<file path="config.mk">
export PLATFORM = sky130hd
export DESIGN_NAME = res_pack
export DESIGN_NICKNAME = d
export VERILOG_FILES = /design/src/rtl/dt_pkg.sv /design/src/rtl/pack_shift16.sv /design/src/rtl/res_pack.sv
export SDC_FILE = /design/constraint.sdc
export NUM_CORES = 1
export LEC_CHECK = 0
export ABC_AREA = 1
export BUFFER_PORTS_ARGS = -buffer_cell sky130_fd_sc_hd__buf_2
export CAP_MARGIN = 20
export CORE_MARGIN = 1.5
export CORE_UTILIZATION = 48
export DETAILED_ROUTE_END_ITERATION = 10
export HOLD_SLACK_MARGIN = 0.1
export PLACE_DENSITY = 0.85
export SLEW_MARGIN = 25
export SYNTH_ARGS = -nofsm -noshare
export SYNTH_HDL_FRONTEND = slang
export SYNTH_SLANG_ARGS = --single-unit
export TNS_END_PERCENT = 50
</file>
<file path="constraint.sdc">
create_clock -name clk -period 1.7 [get_ports clk]
set_clock_uncertainty 0.2 [all_clocks]
set_input_delay 0.17 -clock clk [delete_from_list [all_inputs] [get_ports clk]]
set_output_delay 0.17 -clock clk [all_outputs]
set_load 0.01 [all_outputs]
</file>
<file path="src/rtl/dt_pkg.sv">
// Shared constants and types for the result-image packer.
// Image geometry, word width, address widths and the pack FSM state type.
package dt_pkg;
  localparam int unsigned IMG_W     = 128;
  localparam int unsigned IMG_H     = 128;
  localparam int unsigned WORD_BITS = 16;
  localparam int unsigned RES_AW    = 14;
  localparam int unsigned STI_AW    = 10;
  localparam int unsigned RES_LAST  = IMG_W * IMG_H - 1;

  typedef enum logic [1:0] {
    StIdle,
    StRead,
    StLast,
    StDone
  } state_e;
endpackage

</file>
<file path="src/rtl/pack_shift16.sv">
// MSB-first word assembler.
// Shifts one bit per 'shift' into an accumulator; on the shift flagged 'last' the
// completed word is presented on 'word' with 'valid' high for exactly one cycle.
// 'word' is zero whenever 'valid' is low.
// Ports:
//   clk, reset  - clock and synchronous active-high reset
//   clear       - discard any partial word (start of a pass)
//   shift, din  - shift enable and incoming bit
//   last        - this shift completes a word
//   word, valid - completed word and its one-cycle strobe
module pack_shift16
  import dt_pkg::*;
(
  input  logic                 clk,
  input  logic                 reset,
  input  logic                 clear,
  input  logic                 shift,
  input  logic                 last,
  input  logic                 din,
  output logic [WORD_BITS-1:0] word,
  output logic                 valid
);

  logic [WORD_BITS-1:0] acc_q;
  logic [WORD_BITS-1:0] acc_next;
  logic [WORD_BITS-1:0] word_q;
  logic                 valid_q;

  always_comb begin
    acc_next = {acc_q[WORD_BITS-2:0], din};
  end

  always_ff @(posedge clk) begin
    if (reset || clear) begin
      acc_q   <= '0;
      word_q  <= '0;
      valid_q <= 1'b0;
    end else begin
      valid_q <= shift & last;
      word_q  <= (shift && last) ? acc_next : '0;
      if (shift) begin
        acc_q <= last ? '0 : acc_next;
      end
    end
  end

  assign word  = word_q;
  assign valid = valid_q;

endmodule

</file>
<file path="src/rtl/res_pack.sv">
// Result-image bit packer: reads a 128x128 8-bit image one pixel per cycle and
// writes 1024 16-bit words, one bit per pixel, column 16k+j at bit 15-j.
// Optional macro RES_PACK_THRESH_EN adds a threshold input captured at start;
// otherwise a pixel is 1 when non-zero.
// Ports:
//   clk, reset         - clock and synchronous active-high reset
//   start              - begins a pass when idle or done
//   thresh             - pixel threshold (only with RES_PACK_THRESH_EN)
//   done               - pass complete, held until next accepted start
//   res_rd, res_addr   - image read enable and pixel address
//   res_di             - pixel data for res_addr, same cycle
//   sti_wr, sti_addr,
//   sti_do             - packed word write strobe, word address, data
module res_pack
  import dt_pkg::*;
(
  input  logic                 clk,
  input  logic                 reset,
  input  logic                 start,
`ifdef RES_PACK_THRESH_EN
  input  logic [7:0]           thresh,
`endif
  output logic                 done,
  output logic                 res_rd,
  output logic [RES_AW-1:0]    res_addr,
  input  logic [7:0]           res_di,
  output logic                 sti_wr,
  output logic [STI_AW-1:0]    sti_addr,
  output logic [WORD_BITS-1:0] sti_do
);

  state_e              state_q, state_d;
  logic [RES_AW-1:0]   res_addr_q, res_addr_d;
  logic [STI_AW-1:0]   sti_addr_q;
  logic                accept;
  logic                shift;
  logic                word_last;
  logic                pix_bit;

  always_comb begin
    state_d    = state_q;
    res_addr_d = res_addr_q;
    accept     = 1'b0;
    shift      = 1'b0;
    case (state_q)
      StIdle, StDone: begin
        if (start) begin
          state_d    = StRead;
          accept     = 1'b1;
          res_addr_d = '0;
        end
      end
      StRead: begin
        shift = 1'b1;
        // Hold the final address through LAST instead of wrapping.
        if (res_addr_q == RES_AW'(RES_LAST)) begin
          state_d = StLast;
        end else begin
          res_addr_d = res_addr_q + 1'b1;
        end
      end
      StLast: begin
        state_d    = StDone;
        res_addr_d = '0;
      end
      default: begin
        state_d    = StIdle;
        res_addr_d = '0;
      end
    endcase
  end

  always_ff @(posedge clk) begin
    if (reset) begin
      state_q    <= StIdle;
      res_addr_q <= '0;
    end else begin
      state_q    <= state_d;
      res_addr_q <= res_addr_d;
    end
  end

  assign word_last = (res_addr_q[3:0] == 4'hf);

`ifdef RES_PACK_THRESH_EN
  logic [7:0] thresh_q;

  always_ff @(posedge clk) begin
    if (reset) begin
      thresh_q <= '0;
    end else if (accept) begin
      thresh_q <= thresh;
    end
  end

  assign pix_bit = (res_di >= thresh_q);
`else
  assign pix_bit = (res_di != 8'd0);
`endif

  // Word address rides alongside the completed word; zero when no write.
  always_ff @(posedge clk) begin
    if (reset) begin
      sti_addr_q <= '0;
    end else if (shift && word_last) begin
      sti_addr_q <= res_addr_q[RES_AW-1:4];
    end else begin
      sti_addr_q <= '0;
    end
  end

  pack_shift16 u_shift (
    .clk   (clk),
    .reset (reset),
    .clear (accept),
    .shift (shift),
    .last  (word_last),
    .din   (pix_bit),
    .word  (sti_do),
    .valid (sti_wr)
  );

  assign done     = (state_q == StDone);
  assign res_rd   = (state_q == StRead);
  assign res_addr = res_addr_q;
  assign sti_addr = sti_addr_q;

endmodule

</file>
==> impl_metrics.py, run 1 <==
metrics = {
    "status": {
        "status": "finished clean",
    },
    "sta": {
        "setup_viol": 0,
        "fin_crit_ns": 1.64,
        "hold_ws_ns": 0.242,
        "grt_setup_unrepaired": "true",
        "final.setup.worst_slack_ns": 0.0586,
        "hold_viol_final": 0,
        "tightestPinTransition_ns": 0.272,
        "max_freq_mhz": 609,
        "slew_violations": 0,
        "slew_headroom": 0.818,
        "min_period_over_period": 0.966,
    },
    "pwr": {
        "p_leak_nw": 1.51,
        "max-vdd-ir-drop_mv": 0.540,
        "p_per_area_nw_per_um2": 1170,
    },
    "synth": {
        "syn_area_per_cell_um2": 7.39,
        "syn_inst": 320,
        "synth_edf_count": 0,
        "synth_warnings": 0,
        "yosysSeqAreaShare": 0.491,
        "ys_ff_latch": 58,
        "netlist-cell-type-count": 24,
        "yosys.area.top_type": "dfxtp_1",
        "syn_area_um2": 2360,
        "yosys-top-cells-area": "dfxtp_1 49%, nand2_1 12%, nand3_1 7.8%, nor2_1 7.6%, inv_1 6.8%",
        "synth_top_area_share": 0.491,
        "async_flop_share": 0,
        "synth_fp_nets": 335,
        "synth-main-ff-cell": "dfxtp_1",
    },
    "setup_path": {
        "crit_slowest_cell": "dfxtp_1",
        "cp_max_fo": 10,
        "worst_path_dominant_cell_family": "buffers and inverters",
        "cp-start-kind": "flip-flop",
        "critPathCapture": "res_rd",
        "critPathCaptureType": "output pin",
        "r2r_end": "res_addr[7]$_SDFFE_PP0P_",
        "rr_worst_depth": 9,
        "crit_required_ns": 1.33,
        "crit_type": "reg2out",
        "crit_path_max_incr_delay_ns": 0.33,
        "path_cells": "inv_1 -> ha_1 -> buf_4 -> buf_2",
        "arrival_ns": 1.27,
        "cp-startpoint": "state_q[1]$_SDFFE_PP0P_",
        "path_depth": 4,
        "critPathBufInv": 3,
        "r2r_start": "res_addr[1]$_SDFFE_PP0P_",
        "reg2reg_setup_slack_ns": 0.07,
    },
    "placement": {
        "dp_slack_ns": -0.0521,
        "dpl-instance-area_um2": 2850,
        "gp_congestion": 0.872,
        "dpl.hpwl_mm": 3.74,
        "io_buffers": 53,
        "dp_cells": 454,
    },
    "routing": {
        "ant_nets": 0,
        "drc": 0,
        "routed_via_density": 4.93,
        "drt_iter0_drc": 224,
        "drt_wl_total_mm": 5.79,
        "num_vias": 2379,
        "firstDrtPassIters": 5,
        "wl_per_cell_um": 12.0,
    },
    "flow_run": {
        "cap_violations": 0,
    },
    "cts": {
        "cts_tree": "done",
        "clk_pin_slew_worst_paths_ns": 0.06,
        "clock-sinks": 58,
        "clock_path_buffers": 2,
        "htree_levels": 3,
        "clkLatencyLatePin_ns": 0.34,
        "cts_buffers": 9,
        "root_buffer": "clkbuf_8",
    },
    "grt": {
        "grt_pass1_wl_mm": 8.69,
        "antenna_found_initial": 0,
        "grt_pass1_vias": 2020,
        "grt_max_degree": 17,
        "overflow": 0,
        "track_usage": 0.219,
    },
    "layout": {
        "layout_commonest_cell": "nand2_1",
        "syn_to_final_growth_pct": 37.7,
        "stdcell_count": 483,
        "drive_above_1_share": 0.284,
        "finalInstanceArea_um2": 3260,
        "diodes": 0,
        "num-fill-cells": 348,
        "final_nets": 426,
        "mostFrequentLayoutCells": "73 x nand2_1, 53 x buf_2, 53 x dfxtp_1, 44 x nor2_1, 43 x inv_1",
    },
    "die": {
        "die_w_um": 73.2,
        "ios": 54,
        "num_rows": 25,
        "die_area_um2": 5350,
        "initial_utilization": 0.500,
        "die_h_um": 73.2,
        "core_area_um2": 4720,
    },
    "worst_hold_path": {
        "min_path_type": "reg2reg",
    },
}
## repair_timing
item                                    4_1_cts  5_1_grt
gates resized for setup                       4       12
pin swaps                                     1        1
setup buffers                                 1        2
hold buffers                                 10        0
endpoints found under the hold margin        13        0
endpoints found under the setup margin       21       31
## worst min-delay path, stage by stage (launching register included)
cell and delay (ns):
dfxtp_1 0.32, inv_1 0.05, nor2_1 0.04
## layer usage
metal | up-vias | wire length, um | part of all wire | GRT usage
li1 | 1184 | - | - | -
met1 | 1086 | 2460 | 0.43 | 0.263
met2 | 98 | 2850 | 0.49 | 0.339
met3 | 11 | 388 | 0.067 | 0.0801
met4 | 0 | 87 | 0.015 | 0.117
met5 | - | 0 | 0 | 0
## state kept, by name (all words and copies together) (netlist names)
register	count
u_shift.word	16
state_q	2
res_addr	14
u_shift.valid	1
u_shift.acc_q	15
sti_addr	10
## cell type report
cell class,count,area [um2],area share
inverter,46,175,0.0538
clock buffer,12,155,0.0477
sequential,58,1170,0.359
multi-input combinational,206,1030,0.315
clock inverter,4,73.8,0.0227
timing repair buffer,90,572,0.176
tap,67,83.8,0.0257
## cell families after synthesis
family,after synthesis,share of synthesized area
AO/OA/AOI/OAI,31,0.0688
adder cells (fa/ha/maj),4,0.0212
buffers and inverters,56,0.0942
flip-flops,58,0.491
AND/OR/NAND/NOR,171,0.325
## power by group
part           internal (mW)  switching [mW]
sequential              1.43          0.0539
clock                  0.905           0.538
combinational          0.356           0.529
## how the worst min path moves through the flow
stage | startpoint | to | slack, ns | depth (start not counted)
floorplan | reset | res_addr[2]$_SDFFE_PP0P_ | 0.04 | 1
CTS | u_shift.acc_q[10]$_SDFFE_PP0P_ | u_shift.word[11]$_SDFF_PP0_ | 0.24 | 2
finish | u_shift.acc_q[10]$_SDFFE_PP0P_ | u_shift.word[11]$_SDFF_PP0_ | 0.24 | 2
global placement | u_shift.acc_q[14]$_SDFFE_PP0P_ | u_shift.word[15]$_SDFF_PP0_ | 0.22 | 2
detailed placement | u_shift.acc_q[10]$_SDFFE_PP0P_ | u_shift.word[11]$_SDFF_PP0_ | 0.23 | 2
global route | u_shift.acc_q[8]$_SDFFE_PP0P_ | u_shift.word[9]$_SDFF_PP0_ | 0.26 | 2
## through the flow
step,total power [mW],setup TNS (ns),utilization
5_1_grt,3.96,-0.206,0.689
6_report,3.81,0,0.689
2_1_floorplan,2.01,0,-
3_5_place_dp,2.30,-0.192,0.603
4_1_cts,3.79,0,0.678
3_3_place_gp,2.28,0,0.603
## cells in the mapped netlist (2+ instances only)
cell type  number
nand2_1        73
dfxtp_1        58
nor2_1         48
inv_1          43
nand3_1        37
a21oi_1        27
clkbuf_1        5
ha_1            4
buf_2           3
inv_2           2
nand2_2         2
nand3_2         2
nand3_4         2
nand4_1         2
nor3_1          2
o21ai_0         2
Note: power is estimated with default switching activity, not from simulation.
==> inputs of run 2 (changes only) <==
==> constraint.sdc (replaced) <==
create_clock -name clk -period 1.35 [get_ports clk]
set_clock_uncertainty 0.2 [all_clocks]
set_input_delay 0.135 -clock clk [delete_from_list [all_inputs] [get_ports clk]]
set_output_delay 0.135 -clock clk [all_outputs]
set_load 0.01 [all_outputs]
==> impl_metrics.py, run 2 (same netlist as run 1, synthesis figures left out) <==
metrics = {
    "status": {
        "status": "complete, but fails checks",
        "violations": "setup timing",
    },
    "placement": {
        "dp_cells": 475,
        "dp_slack_ns": -0.318,
        "gp_congestion": 0.900,
        "io_buffers": 53,
        "dpl-instance-area_um2": 3130,
        "dpl.hpwl_mm": 4.33,
    },
    "sta": {
        "slew_violations": 0,
        "slew_headroom": 0.742,
        "final.setup.worst_slack_ns": -0.429,
        "tightestPinTransition_ns": 0.387,
        "max_freq_mhz": 562,
        "final.setup.tns_ns": -14.79,
        "grt_setup_unrepaired": "true",
        "setup_viol": 63,
        "hold_ws_ns": 0.0887,
        "min_period_over_period": 1.32,
        "fin_crit_ns": 1.78,
        "hold_viol_final": 0,
    },
    "grt": {
        "grt_pass1_wl_mm": 12.4,
        "grt_pass1_vias": 2638,
        "track_usage": 0.310,
        "antenna_found_initial": 0,
        "grt_max_degree": 17,
        "overflow": 0,
    },
    "layout": {
        "final_nets": 458,
        "stdcell_count": 515,
        "finalInstanceArea_um2": 3920,
        "drive_above_1_share": 0.455,
        "layout_commonest_cell": "nand2_1",
        "diodes": 0,
        "syn_to_final_growth_pct": 66.0,
        "mostFrequentLayoutCells": "60 x nand2_1, 49 x buf_2, 48 x dfxtp_1, 39 x inv_1, 35 x nor2_1",
        "fin_util": 0.830,
        "largest_reg_flops": 16,
    },
    "pwr": {
        "power_mw": 5.69,
        "p_per_area_nw_per_um2": 1450,
        "p_leak_nw": 1.76,
        "max-vdd-ir-drop_mv": 0.928,
    },
    "cts": {
        "root_buffer": "clkbuf_8",
        "cts_buffers": 9,
        "htree_levels": 3,
        "cts_tree": "done",
        "clock_path_buffers": 2,
        "clk_pin_slew_worst_paths_ns": 0.07,
        "clkLatencyLatePin_ns": 0.35,
        "clock-sinks": 58,
        "post_cts_hold_buffer_count": 9,
    },
    "die": {
        "die_area_um2": 5350,
        "die_w_um": 73.2,
        "core_area_um2": 4720,
        "initial_utilization": 0.500,
        "die_h_um": 73.2,
        "ios": 54,
        "num_rows": 25,
    },
    "routing": {
        "top_layer": "met4",
        "routed_via_density": 5.58,
        "wl_per_cell_um": 18.5,
        "met3_length_um": 860,
        "wl_met2_mm": 4.48,
        "firstDrtPassIters": 5,
        "drt-met1-wl_mm": 3.55,
        "drc": 0,
        "drt_wl_total_mm": 9.52,
        "ant_nets": 0,
        "num_vias": 2876,
        "drt_iter0_drc": 416,
    },
    "setup_path": {
        "crit_required_ns": 1.39,
        "cp-start-kind": "flip-flop",
        "rr_worst_depth": 9,
        "cp-startpoint": "res_addr[1]$_SDFFE_PP0P_",
        "arrival_ns": 1.82,
        "r2r_start": "res_addr[1]$_SDFFE_PP0P_",
        "critPathCapture": "res_addr[7]$_SDFFE_PP0P_",
        "crit_type": "reg2reg",
        "cp_max_fo": 9,
        "r2r_end": "res_addr[7]$_SDFFE_PP0P_",
        "critPathCaptureType": "flip-flop",
        "reg2reg_setup_slack_ns": -0.43,
    },
    "flow_run": {
        "cap_violations": 0,
    },
    "worst_hold_path": {
        "min_path_type": "in2reg",
    },
}
[run 2: changes by cell type in the layout (fill, tap and decap cells not counted), moves of 5 or more]
cell     change
nand3_1      -5
dfxtp_1      -5
buf_6       +23
a21oi_1     -12
a21oi_2     +12
buf_4        +7
nor2_2       +6
nand2_1     -13
nor2_1       -9
nand2_2      +9
[run 2: final cells by class]
type / instances / area (um2)
Fill cell: 222 / 801
Clock inverter: 7 / 70.1
Multi-Input combinational cell: 207 / 1300
Sequential cell: 58 / 1180
Timing Repair inverter: 1 / 16.3
Tap cell: 67 / 83.8
Inverter: 46 / 190
Clock buffer: 9 / 124
Timing Repair Buffer: 120 / 951
[run 2: layer usage]
metal	vias up	global-route usage
met5	-	0
met4	0	0.199
met3	75	0.0649
met2	244	0.525
met1	1306	0.352
li1	1251	-
[run 2: worst min-delay path by stage]
stage,from,cells past startpoint,endpoint
finish,reset,5,sti_addr[2]$_SDFF_PP0_
global route,reset,5,sti_addr[2]$_SDFF_PP0_
CTS,start,4,u_shift.valid$_SDFF_PP0_
detailed placement,u_shift.acc_q[14]$_SDFFE_PP0P_,2,u_shift.word[15]$_SDFF_PP0_
global placement,reset,2,state_q[0]$_SDFFE_PP0P_
floorplan,reset,1,res_addr[2]$_SDFFE_PP0P_
[run 2: report_power, final]
part	internal (mW)	total, mW	switching [mW]
combinational	1.02	2.20	1.19
sequential	1.80	1.88	0.0775
clock	0.847	1.61	0.762
[run 2: timing repair]
item / in CTS / in global routing
buffers inserted: 6 / 7
gates cloned: 2 / 0
endpoints found under the setup margin: 61 / 64
pin swaps: 9 / 9
gates resized for setup: 54 / 42
endpoints found under the hold margin: 8 / 3
[run 2: worst max-delay path: stages (launching register included)]
cell and delay (ns):
dfxtp_4 0.36, ha_4 0.17, nand3_4 0.15, nor2_8 0.16, nand3_4 0.15, buf_12 0.19, nand3_1 0.09, nand2_1 0.06
inv_1 0.08, nor2_1 0.06
==> inputs of run 3 (changes only) <==
--- a/config.mk
+++ b/config.mk
@@ -6,7 +6,7 @@
 export NUM_CORES = 1
 export LEC_CHECK = 0
 export ABC_AREA = 1
-export BUFFER_PORTS_ARGS = -buffer_cell sky130_fd_sc_hd__buf_2
+export BUFFER_PORTS_ARGS = -buffer_cell sky130_fd_sc_hd__buf_4
 export CAP_MARGIN = 20
 export CORE_MARGIN = 1.5
 export CORE_UTILIZATION = 48
==> impl_metrics.py, run 3 (same netlist as run 1, synthesis figures left out) <==
metrics = {
    "sta": {
        "hold_ws_ns": -0.0472,
        "hold_viol_final": 1,
        "final.setup.tns_ns": -12.25,
        "slew_headroom": 0.741,
        "final.setup.worst_slack_ns": -0.386,
        "fin_crit_ns": 1.74,
        "min_period_over_period": 1.29,
        "slew_violations": 0,
        "tightestPinTransition_ns": 0.387,
        "grt_setup_unrepaired": "true",
        "setup_viol": 61,
        "max_freq_mhz": 576,
    },
    "placement": {
        "dpl.hpwl_mm": 4.38,
        "dpl-instance-area_um2": 3270,
        "dp_slack_ns": -0.283,
        "io_buffers": 53,
        "dp_cells": 476,
        "gp_congestion": 0.871,
    },
    "setup_path": {
        "arrival_ns": 1.79,
        "critPathCaptureType": "flip-flop",
        "cp-start-kind": "flip-flop",
        "crit_type": "reg2reg",
        "crit_required_ns": 1.41,
        "cp_max_fo": 7,
    },
    "die": {
        "num_rows": 25,
        "die_w_um": 73.2,
        "die_area_um2": 5350,
        "initial_utilization": 0.500,
        "die_h_um": 73.2,
        "core_area_um2": 4720,
        "ios": 54,
    },
    "layout": {
        "diodes": 0,
        "fin_util": 0.802,
        "final_nets": 450,
        "syn_to_final_growth_pct": 60.3,
        "largest_reg_flops": 16,
        "stdcell_count": 505,
        "finalInstanceArea_um2": 3790,
        "num-fill-cells": 268,
        "mostFrequentLayoutCells": "89 x buf_4, 67 x nand2_1, 49 x dfxtp_1, 40 x inv_1, 39 x nor2_1",
        "layout_commonest_cell": "buf_4",
        "drive_above_1_share": 0.406,
    },
    "grt": {
        "antenna_found_initial": 0,
        "grt_pass1_vias": 2457,
        "use_met3": 0.0608,
        "busiest_layer": "met2",
        "overflow": 0,
        "gr-usage-met2": 0.501,
        "grt_pass1_wl_mm": 11.7,
        "met1_usage": 0.339,
        "track_usage": 0.294,
        "grt_max_degree": 17,
    },
    "pwr": {
        "p_per_area_nw_per_um2": 1360,
        "power_mw": 5.14,
        "p_leak_nw": 1.66,
        "max-vdd-ir-drop_mv": 0.864,
    },
    "routing": {
        "ant_nets": 0,
        "routed_via_density": 5.26,
        "drt_wl_total_mm": 7.82,
        "firstDrtPassIters": 5,
        "num_vias": 2655,
        "drt_iter0_drc": 194,
        "drc": 0,
        "wl_per_cell_um": 15.5,
    },
    "flow_run": {
        "cap_violations": 0,
    },
    "cts": {
        "clock-sinks": 58,
        "clkLatencyLatePin_ns": 0.33,
        "post_cts_hold_buffer_count": 9,
        "root_buffer": "clkbuf_8",
        "htree_levels": 3,
        "cts_buffers": 9,
        "cts_tree": "done",
        "clock_path_buffers": 2,
        "clk_pin_slew_worst_paths_ns": 0.07,
    },
    "status": {
        "status": "complete, but fails checks",
        "violations": "hold timing, setup timing",
    },
    "worst_hold_path": {
        "min_path_type": "in2reg",
    },
}
run 3: cell types whose count changed in the layout (fill, tap and decap cells not counted), sizes merged:
cell          before  now
clkinv             7    4
dlygate4sd3        8    9
dlymetal6s4s       1    0
clkbuf             9   12
buf              111  103
bufinv             1    0
clkinvlp           1    0
run 3: path summary, 6_finish.rpt:
kind	from	depth (start not counted)	slack (ns)	endpoint
hold / removal	res_di[1]	5	-0.05	u_shift.word[0]$_SDFF_PP0_
hold reg to reg	u_shift.acc_q[14]$_SDFFE_PP0P_	2	0.24	u_shift.word[15]$_SDFF_PP0_
setup / recovery	state_q[1]$_SDFFE_PP0P_	9	-0.39	res_addr[7]$_SDFFE_PP0P_
setup reg to reg	state_q[1]$_SDFFE_PP0P_	9	-0.39	res_addr[7]$_SDFFE_PP0P_
run 3: layer usage:
| layer | wire [um] | vias to the layer above |
|---|---|---|
| li1 | - | 1236 |
| met3 | 504 | 32 |
| met5 | 0 | - |
| met4 | 270 | 0 |
| met2 | 3900 | 144 |
| met1 | 3140 | 1243 |
run 3: report_power, final:
part	leakage, nW	switching [mW]	internal [mW]	total [mW]
clock	0.0992	0.668	0.851	1.52
sequential	0.473	0.0714	1.80	1.88
combinational	1.09	0.961	0.783	1.74
total	1.66	1.70	3.44	5.14
run 3: area by class of cell:
type | instances | area (um2) | share of cell area
clock buffer | 12 | 176 | 0.0466
timing repair inverter | 1 | 5.00 | 0.00132
timing repair buffer | 112 | 937 | 0.247
multi-input combinational | 207 | 1210 | 0.321
sequential | 58 | 1180 | 0.311
inverter | 46 | 185 | 0.0489
tap | 67 | 83.8 | 0.0221
clock inverter | 2 | 10.0 | 0.00264
run 3: worst max-delay path: stages, from the launching register on:
cell and delay, ns:
dfxtp_2 0.34, inv_2 0.06, ha_4 0.27, inv_4 0.04, nor2_4 0.18, clkinv_4 0.15, buf_6 0.16, nand3_2 0.06
nand2_1 0.06, nor2_1 0.14
run 3: repair_timing:
item / 4_1_cts / 5_1_grt
cloned: 1 / 1
pin swaps: 15 / 4
endpoints found under the setup margin: 61 / 61
gates resized for setup: 37 / 11
buffers inserted: 3 / 1
hold endpoints to repair: 23 / 3
